--- config.mk ---
export PLATFORM = sky130hd
export DESIGN_NAME = if_fetch_stage
export DESIGN_NICKNAME = d
export VERILOG_FILES = /design/src/rtl/if_fetch_stage.sv
export SDC_FILE = /design/constraint.sdc
export NUM_CORES = 1
export LEC_CHECK = 0
export CORE_UTILIZATION = 51
export DETAILED_ROUTE_END_ITERATION = 7
export PLACE_DENSITY = 0.86
export SLEW_MARGIN = 20
export SYNTH_ARGS = -nofsm -noshare
export SYNTH_HDL_FRONTEND = slang
export SYNTH_SLANG_ARGS = --single-unit
export TNS_END_PERCENT = 50
--- constraint.sdc ---
create_clock -name CLK -period 9 [get_ports CLK]
set_input_delay 1.35 -clock CLK [delete_from_list [all_inputs] [get_ports CLK]]
set_output_delay 1.35 -clock CLK [all_outputs]
set_load 0.05 [all_outputs]
--- src/rtl/if_fetch_stage.sv ---
// Instruction-fetch stage: owns the fetch address, runs the IMEM read handshake
// and applies EX redirects, advancing in lockstep with the IF/ID register.
module if_fetch_stage #(
  parameter logic [31:0] RESET_PC = 32'h0000_0000
) (
  input  logic        CLK,
  input  logic        RESET,
  input  logic        HOLD,
  input  logic        MEM_BUSYWAIT,
  input  logic        BRANCH_TAKEN,
  input  logic [31:0] BRANCH_TARGET,
  input  logic [31:0] IMEM_READDATA,
  input  logic        IMEM_ACK,
  output logic        IMEM_READ,
  output logic [31:0] IMEM_ADDR,
  output logic [31:0] PC_IF,
  output logic [31:0] INSTRUCTION_IF,
  output logic        IMEM_BUSYWAIT
);

  localparam logic [1:0] FETCH = 2'd0;
  localparam logic [1:0] VALID = 2'd1;
  localparam logic [1:0] DROP  = 2'd2;

  logic [1:0]  state_reg, state_next;
  logic [31:0] req_addr_reg, req_addr_next;
  logic [31:0] pend_pc_reg, pend_pc_next;
  logic [31:0] instr_buf_reg, instr_buf_next;

  logic        adv;
  logic        ack;
  logic [31:0] target;
  logic [31:0] req_addr_inc;

  assign adv          = !HOLD && !MEM_BUSYWAIT;
  // An acknowledge seen while reset is held belongs to an abandoned read.
  assign ack          = IMEM_ACK && !RESET;
  assign target       = BRANCH_TARGET & 32'hFFFF_FFFC;
  assign req_addr_inc = req_addr_reg + 32'd4;

  always_comb begin
    state_next     = state_reg;
    req_addr_next  = req_addr_reg;
    pend_pc_next   = pend_pc_reg;
    instr_buf_next = instr_buf_reg;
    case (state_reg)
      FETCH: begin
        if (BRANCH_TAKEN) begin
          if (ack) begin
            req_addr_next = target;
          end else begin
            // Keep the in-flight address stable; the target waits in pend_pc.
            pend_pc_next = target;
            state_next   = DROP;
          end
        end else if (ack) begin
          if (adv) begin
            req_addr_next = req_addr_inc;
          end else begin
            instr_buf_next = IMEM_READDATA;
            state_next     = VALID;
          end
        end
      end
      VALID: begin
        if (BRANCH_TAKEN) begin
          req_addr_next = target;
          state_next    = FETCH;
        end else if (adv) begin
          req_addr_next = req_addr_inc;
          state_next    = FETCH;
        end
      end
      DROP: begin
        if (BRANCH_TAKEN) begin
          pend_pc_next = target;
        end
        if (ack) begin
          req_addr_next = BRANCH_TAKEN ? target : pend_pc_reg;
          state_next    = FETCH;
        end
      end
      default: begin
        state_next = FETCH;
      end
    endcase
  end

  always_ff @(posedge CLK or posedge RESET) begin
    if (RESET) begin
      state_reg     <= FETCH;
      req_addr_reg  <= RESET_PC;
      pend_pc_reg   <= RESET_PC;
      instr_buf_reg <= 32'd0;
    end else begin
      state_reg     <= state_next;
      req_addr_reg  <= req_addr_next;
      pend_pc_reg   <= pend_pc_next;
      instr_buf_reg <= instr_buf_next;
    end
  end

  assign IMEM_ADDR = req_addr_reg;
  assign PC_IF     = req_addr_reg;
  assign IMEM_READ = !RESET && (state_reg != VALID);

  always_comb begin
    INSTRUCTION_IF = 32'd0;
    IMEM_BUSYWAIT  = 1'b1;
    case (state_reg)
      FETCH: begin
        if (ack) begin
          INSTRUCTION_IF = IMEM_READDATA;
          IMEM_BUSYWAIT  = 1'b0;
        end
      end
      VALID: begin
        INSTRUCTION_IF = instr_buf_reg;
        IMEM_BUSYWAIT  = 1'b0;
      end
      default: begin
        INSTRUCTION_IF = 32'd0;
        IMEM_BUSYWAIT  = 1'b1;
      end
    endcase
  end

endmodule

## Yosys cells after proc, flatten, opt, wreduce, memory -nomap -nowiden

Index checks and enable logic that the tools add are counted.

- Flip-flop bits (word level): 98
- Bits in latches: 0
- Bits in writable memories: 0
- Memory bits (read-only): 0
- Input bits: 70
- Logic and storage cells: 54
- Memories kept: 0

- $add $sub $neg: 1
- $mul: 0
- Divide/modulo/power cells: 0
- Order comparisons: 0
- Equal/unequal tests: 11
- Shift-type cells: 0
- Mux-type cells: 23
- Bitwise operators: 2
- Reductions and logical operators: 13

Operators by type and width:

| kind | count |
|---|---|
| $mux W32 | 10 |
| $pmux W32 S2 | 2 |
| $pmux W32 S3 | 1 |
| $add A32 B3 Y32 const B | 1 |
| $mux W2 | 7 |
| $ne A3 B3 Y1 const B | 4 |
| $ne A2 B2 Y1 const B | 4 |
| $pmux W2 S3 | 1 |
| $reduce_and A3 Y1 | 2 |
| $reduce_and A5 Y1 | 1 |
| $reduce_and A4 Y1 | 1 |
| $logic_and A1 B1 Y1 | 3 |
| $logic_not A1 Y1 | 3 |
| $reduce_bool A3 Y1 | 1 |
| $eq A2 B1 Y1 const B | 1 |
| $eq A2 B2 Y1 const B | 1 |
| $logic_not A2 Y1 | 1 |
| $ne A2 B1 Y1 const B | 1 |
| $not A1 Y1 | 2 |
| $pmux W1 S2 | 1 |
| $reduce_bool A2 Y1 | 1 |
| $mux W1 | 1 |

## Logic depth before layout (Yosys ltp)

- Word-level depth: 6
- Mapped depth: 8

## Worst setup path before layout

Ideal clock, no wire load.

- Kind: input port to output port
- Start: input port RESET
- End: output port INSTRUCTION_IF[0]
- Arrival: 4880 ps
- Path slack: 2770 ps
- Cell stages on the path: 5
- Path buffers: 1
- Path through: inv_1 -> nand2_1 -> nor3_1 -> clkbuf_1 -> a22o_1

- Longest elaborated chain between the ends: 4

RTL lines:

| item | RTL line | text |
|---|---|---|
| start, declared | 7 | `input logic RESET,` |
| $logic_not A1 Y1 | 37 | `assign ack = IMEM_ACK && !RESET;` |
| $logic_and A1 B1 Y1 | 37 |  |
| $mux W32 | 112 | `if (ack) begin` |
| $pmux W32 S2 | 110 | `case (state_reg)` |
| end, declared | 17 | `output logic [31:0] INSTRUCTION_IF,` |

No other way between the ends.

## Worst setup path after layout

- Start: input port RESET
- End: output port INSTRUCTION_IF[19]

Same word-level chain as after synthesis.

==> impl_summary.txt <==
----------------------------------------------------
[Route]
  DRC violations left ... 0
  Detail-routed net length per standard cell ... 17.6 um
  Drt initial violations ... 288
  Routed via count ... 4817
  Routed WL ... 14100 um
  Antenna-violating nets left ... 0
  Ratio of routed vias to standard cells ... 5.99
  First-pass iteration count of the detailed router ... 5

[Yosys]
  Sequential area share after synthesis ... 0.455
  Synth Instances ... 544
  Number of distinct library cells after synthesis ... 52
  Compound-gate portion of the synthesized area ... 0.191
  Portion of netlist area occupied by mux cells ... 0.130
  Largest family of logic cells by synthesized area ... compound AO/OA/AOI/OAI gates
  Net Count, Synth ... 615
  Async set-or-reset flop fraction in the synthesized netlist ... 1.00
  Synthesized area ... 5390 um2
  Simple-gate share of the synthesized area ... 0.139
  Count of synthesis-stage warnings from yosys ... 0
  Adder-cell area share of the yosys netlist ... 0.00232
  Main synth FF type ... sky130_fd_sc_hd__dfrtp_1
  Xor/xnor cell area share of the yosys netlist ... 0.00488
  EDFF count, synth ... 0
  Mean instance size in the synthesized netlist ... 9.90 um2
  Synthesis-stage register bit count ... 98

[Worst hold path]
  Hold Crit Endpoint ... instr_buf_reg[9]
  Min-Delay Startpoint ... instr_buf_reg[9]
  Min-Delay Path Class ... reg2reg
  Min-Delay Path Depth ... 1

[STA]
  Transition time of the tightest slew-check pin ... 0.753 ns
  Clock period minus final worst setup slack ... 5.36 ns
  Top achievable clock speed ... 0.187 GHz
  Number of setup violations in the final report ... 0
  Fin. Hold Viols ... 0
  Setup TNS ... 0 ns
  Hold Worst Slack ... 0.516 ns
  Setup skew after layout ... 0.0112 ns
  Portion of the clock cycle consumed by the worst path in the final layout ... 0.595
  Number of max-slew violations in the final report ... 0
  Setup repair after global routing missed its margin ... no
  Rel. slew slack ... 0.498

[Setup path]
  R2R Setup Slk ... 6.12 ns
  Cells along the critical path ... clkdlybuf4s50_1 > inv_4 > nand2_1 > nor3_2 > buf_4 > a22o_1 > clkdlybuf4s50_1
  Required time of the critical path ... 7.65 ns
  Kind of end point of the critical path ... output port
  Highest fanout seen on the critical path ... 43
  Crit path buf inv count ... 4
  CP Launch Type ... input pin
  Cell type with the highest occurrence count on the critical path ... sky130_fd_sc_hd__clkdlybuf4s50_1
  Cell family contributing the most delay on the critical path ... buffers and inverters
  Data arrival time of the worst path ... 4.01 ns
  Cell count of the worst reg-to-reg path ... 6
  Terminus of the critical flop-to-flop path ... IMEM_ADDR[22]
  Critical path type ... in2out
  Critical path's largest stage delay ... 0.81 ns
  Crit Reg-Reg Startpoint ... IMEM_ADDR[3]
  Cell type of the slowest stage on the worst timing path ... sky130_fd_sc_hd__clkdlybuf4s50_1

[Global routing]
  Pin count of the biggest net entering global routing ... 69
  Initial antenna violation count ... 0
  Wire length of the first global-routing pass ... 23600 um
  Vias in the first global route ... 4869
  Remaining Overflow, GRT ... 0
  Total GRT Usage ... 0.268

[CTS]
  Clock-pin slew of the registers on the worst-case setup and hold paths ... 0.09 ns
  Hold bufs inserted after CTS ... 0
  Total CTS buffers ... 9
  Clock root cell ... sky130_fd_sc_hd__clkbuf_8
  Cells resized by post-CTS repair ... 0
  Clock Latency Late Sink ... 0.37 ns
  Clock Sink Count ... 98
  Setup Buffers After CTS ... 0
  CTS H-Tree Depth ... 3
  Maximum root-to-sink buffer count ... 2
  Clock tree from TritonCTS ... done

[Placement]
  Final HPWL DP ... 9590 um
  Total of buffers placed on input and output ports ... 165
  Placer's final routability congestion estimate ... 0.832

[Floorplan]
  Io pins ... 168
  Die boundary width ... 105 um
  Area enclosed by the die boundary ... 11000 um2
  Effective utilization at floorplan ... 0.524
  Floorplan Core Area ... 10300 um2
  Die Height ... 105 um
  Number of core rows ... 37

[Pwr]
  Power density of the placed cells ... 231 nW/um2
  Maximum vdd drop ... 0.117 mV
  Static leakage ... 2.82 nW

[Run status]
  Outcome ... finished, final reports clean

[Finish]
  Final core area utilization ... 0.695
  Fin nets ... 734
  Antenna Cells ... 0
  Proportion of layout cells with a drive suffix above 1 ... 0.153
  Area overhead of the layout relative to synthesis ... 32.5%

[Job]
  Max-Cap Viols ... 0

----------------------------------------------------
[cells by family after synthesis]
family	Yosys count
AO/OA/AOI/OAI	153
XOR/XNOR	3
adder cells (fa/ha/maj)	1
buffers and inverters	80
flip-flops	98
multiplexers	62
AND/OR/NAND/NOR	147
[worst max-delay path by stage]
stage | from | endpoint | slack [ns] | depth (start not counted)
floorplan | RESET | INSTRUCTION_IF[0] | 2.77 | 5
global placement | RESET | INSTRUCTION_IF[31] | 3.65 | 7
detailed placement | RESET | INSTRUCTION_IF[18] | 3.60 | 7
CTS | RESET | INSTRUCTION_IF[19] | 3.59 | 7
global route | RESET | INSTRUCTION_IF[7] | 3.43 | 7
finish | RESET | INSTRUCTION_IF[19] | 3.64 | 7
[area by class of cell]
type / instances / area [um2]
clock inverters: 7 / 70.1
inverters: 10 / 40.0
multi-input cells: 366 / 2540
flip-flops and latches: 98 / 2450
repair buffers: 178 / 1740
fillers: 797 / 3140
well taps: 136 / 170
clock buffers: 9 / 124
[per-layer routing]
| layer | vias up | GRT usage | wire length (um) | part of all wire |
|---|---|---|---|---|
| li1 | 2210 | - | - | - |
| met1 | 2340 | 0.340 | 5560 | 0.39 |
| met2 | 242 | 0.432 | 6900 | 0.49 |
| met3 | 25 | 0.0799 | 1370 | 0.097 |
| met4 | 0 | 0.103 | 277 | 0.020 |
| met5 | - | 0 | 0 | 0 |
[placed cells by master (no fill, tap or decap), types with 3 or more instances in the layout]
master / synthesis / final
sky130_fd_sc_hd__nor3_1: 11 / 10
sky130_fd_sc_hd__a31oi_1: 6 / 6
sky130_fd_sc_hd__a21oi_1: 44 / 44
sky130_fd_sc_hd__a211oi_1: 4 / 4
sky130_fd_sc_hd__nand2b_1: 3 / 3
sky130_fd_sc_hd__a41oi_1: 4 / 4
sky130_fd_sc_hd__and3_1: 4 / 4
sky130_fd_sc_hd__dfrtp_1: 98 / 98
sky130_fd_sc_hd__buf_4: 32 / 13
sky130_fd_sc_hd__clkinv_2: 0 / 3
sky130_fd_sc_hd__nor3b_1: 5 / 4
sky130_fd_sc_hd__nand2_1: 43 / 43
sky130_fd_sc_hd__nand3b_1: 3 / 3
sky130_fd_sc_hd__a22o_1: 34 / 34
sky130_fd_sc_hd__clkdlybuf4s50_1: 0 / 164
sky130_fd_sc_hd__nor2b_1: 7 / 6
sky130_fd_sc_hd__o22ai_1: 4 / 3
sky130_fd_sc_hd__nand4_1: 9 / 9
sky130_fd_sc_hd__o21ai_0: 30 / 30
sky130_fd_sc_hd__inv_1: 10 / 9
sky130_fd_sc_hd__mux2_2: 62 / 62
sky130_fd_sc_hd__or4_1: 4 / 4
sky130_fd_sc_hd__nand3_1: 11 / 11
sky130_fd_sc_hd__o22a_1: 3 / 3
sky130_fd_sc_hd__nor4_1: 8 / 7
sky130_fd_sc_hd__clkbuf_8: 0 / 9
sky130_fd_sc_hd__nor2_1: 30 / 30
[stage by stage]
stage | setup WS (ns) | std cells | instance area, um2 | total power [mW]
4_1_cts | 3.59 | 804 | 7140 | 1.65
3_5_place_dp | 3.60 | 788 | 6940 | 1.37
5_1_grt | 3.43 | 804 | 7140 | 1.72
2_1_floorplan | 2.77 | 544 | 5390 | 1.16
3_3_place_gp | 3.65 | 788 | 6940 | 1.34
6_report | 3.64 | 804 | 7140 | 1.65
[cells in the mapped netlist (all sizes together), types with 3 or more instances]
cell,n,share of area
a211oi,4,0.0056
a21oi,45,0.043
a22o,34,0.055
a31oi,6,0.0070
a41oi,4,0.0065
and3,4,0.0046
buf,36,0.048
clkbuf,34,0.024
dfrtp,98,0.46
inv,10,0.0070
mux2,62,0.13
nand2,43,0.030
nand2b,3,0.0035
nand3,11,0.010
nand3b,3,0.0042
nand4,10,0.014
nor2,30,0.021
nor2b,7,0.0081
nor3,11,0.010
nor3b,5,0.0070
nor4,8,0.0093
o21ai,30,0.028
o22a,3,0.0049
o22ai,4,0.0046
or4,4,0.0056
[power by group]
| group | total (mW) | internal [mW] | switching, mW |
|---|---|---|---|
| Combinational | 0.709 | 0.268 | 0.441 |
| Clock | 0.286 | 0.128 | 0.158 |
| Sequential | 0.650 | 0.540 | 0.110 |
No activity file was read; power rests on OpenSTA's default activity.
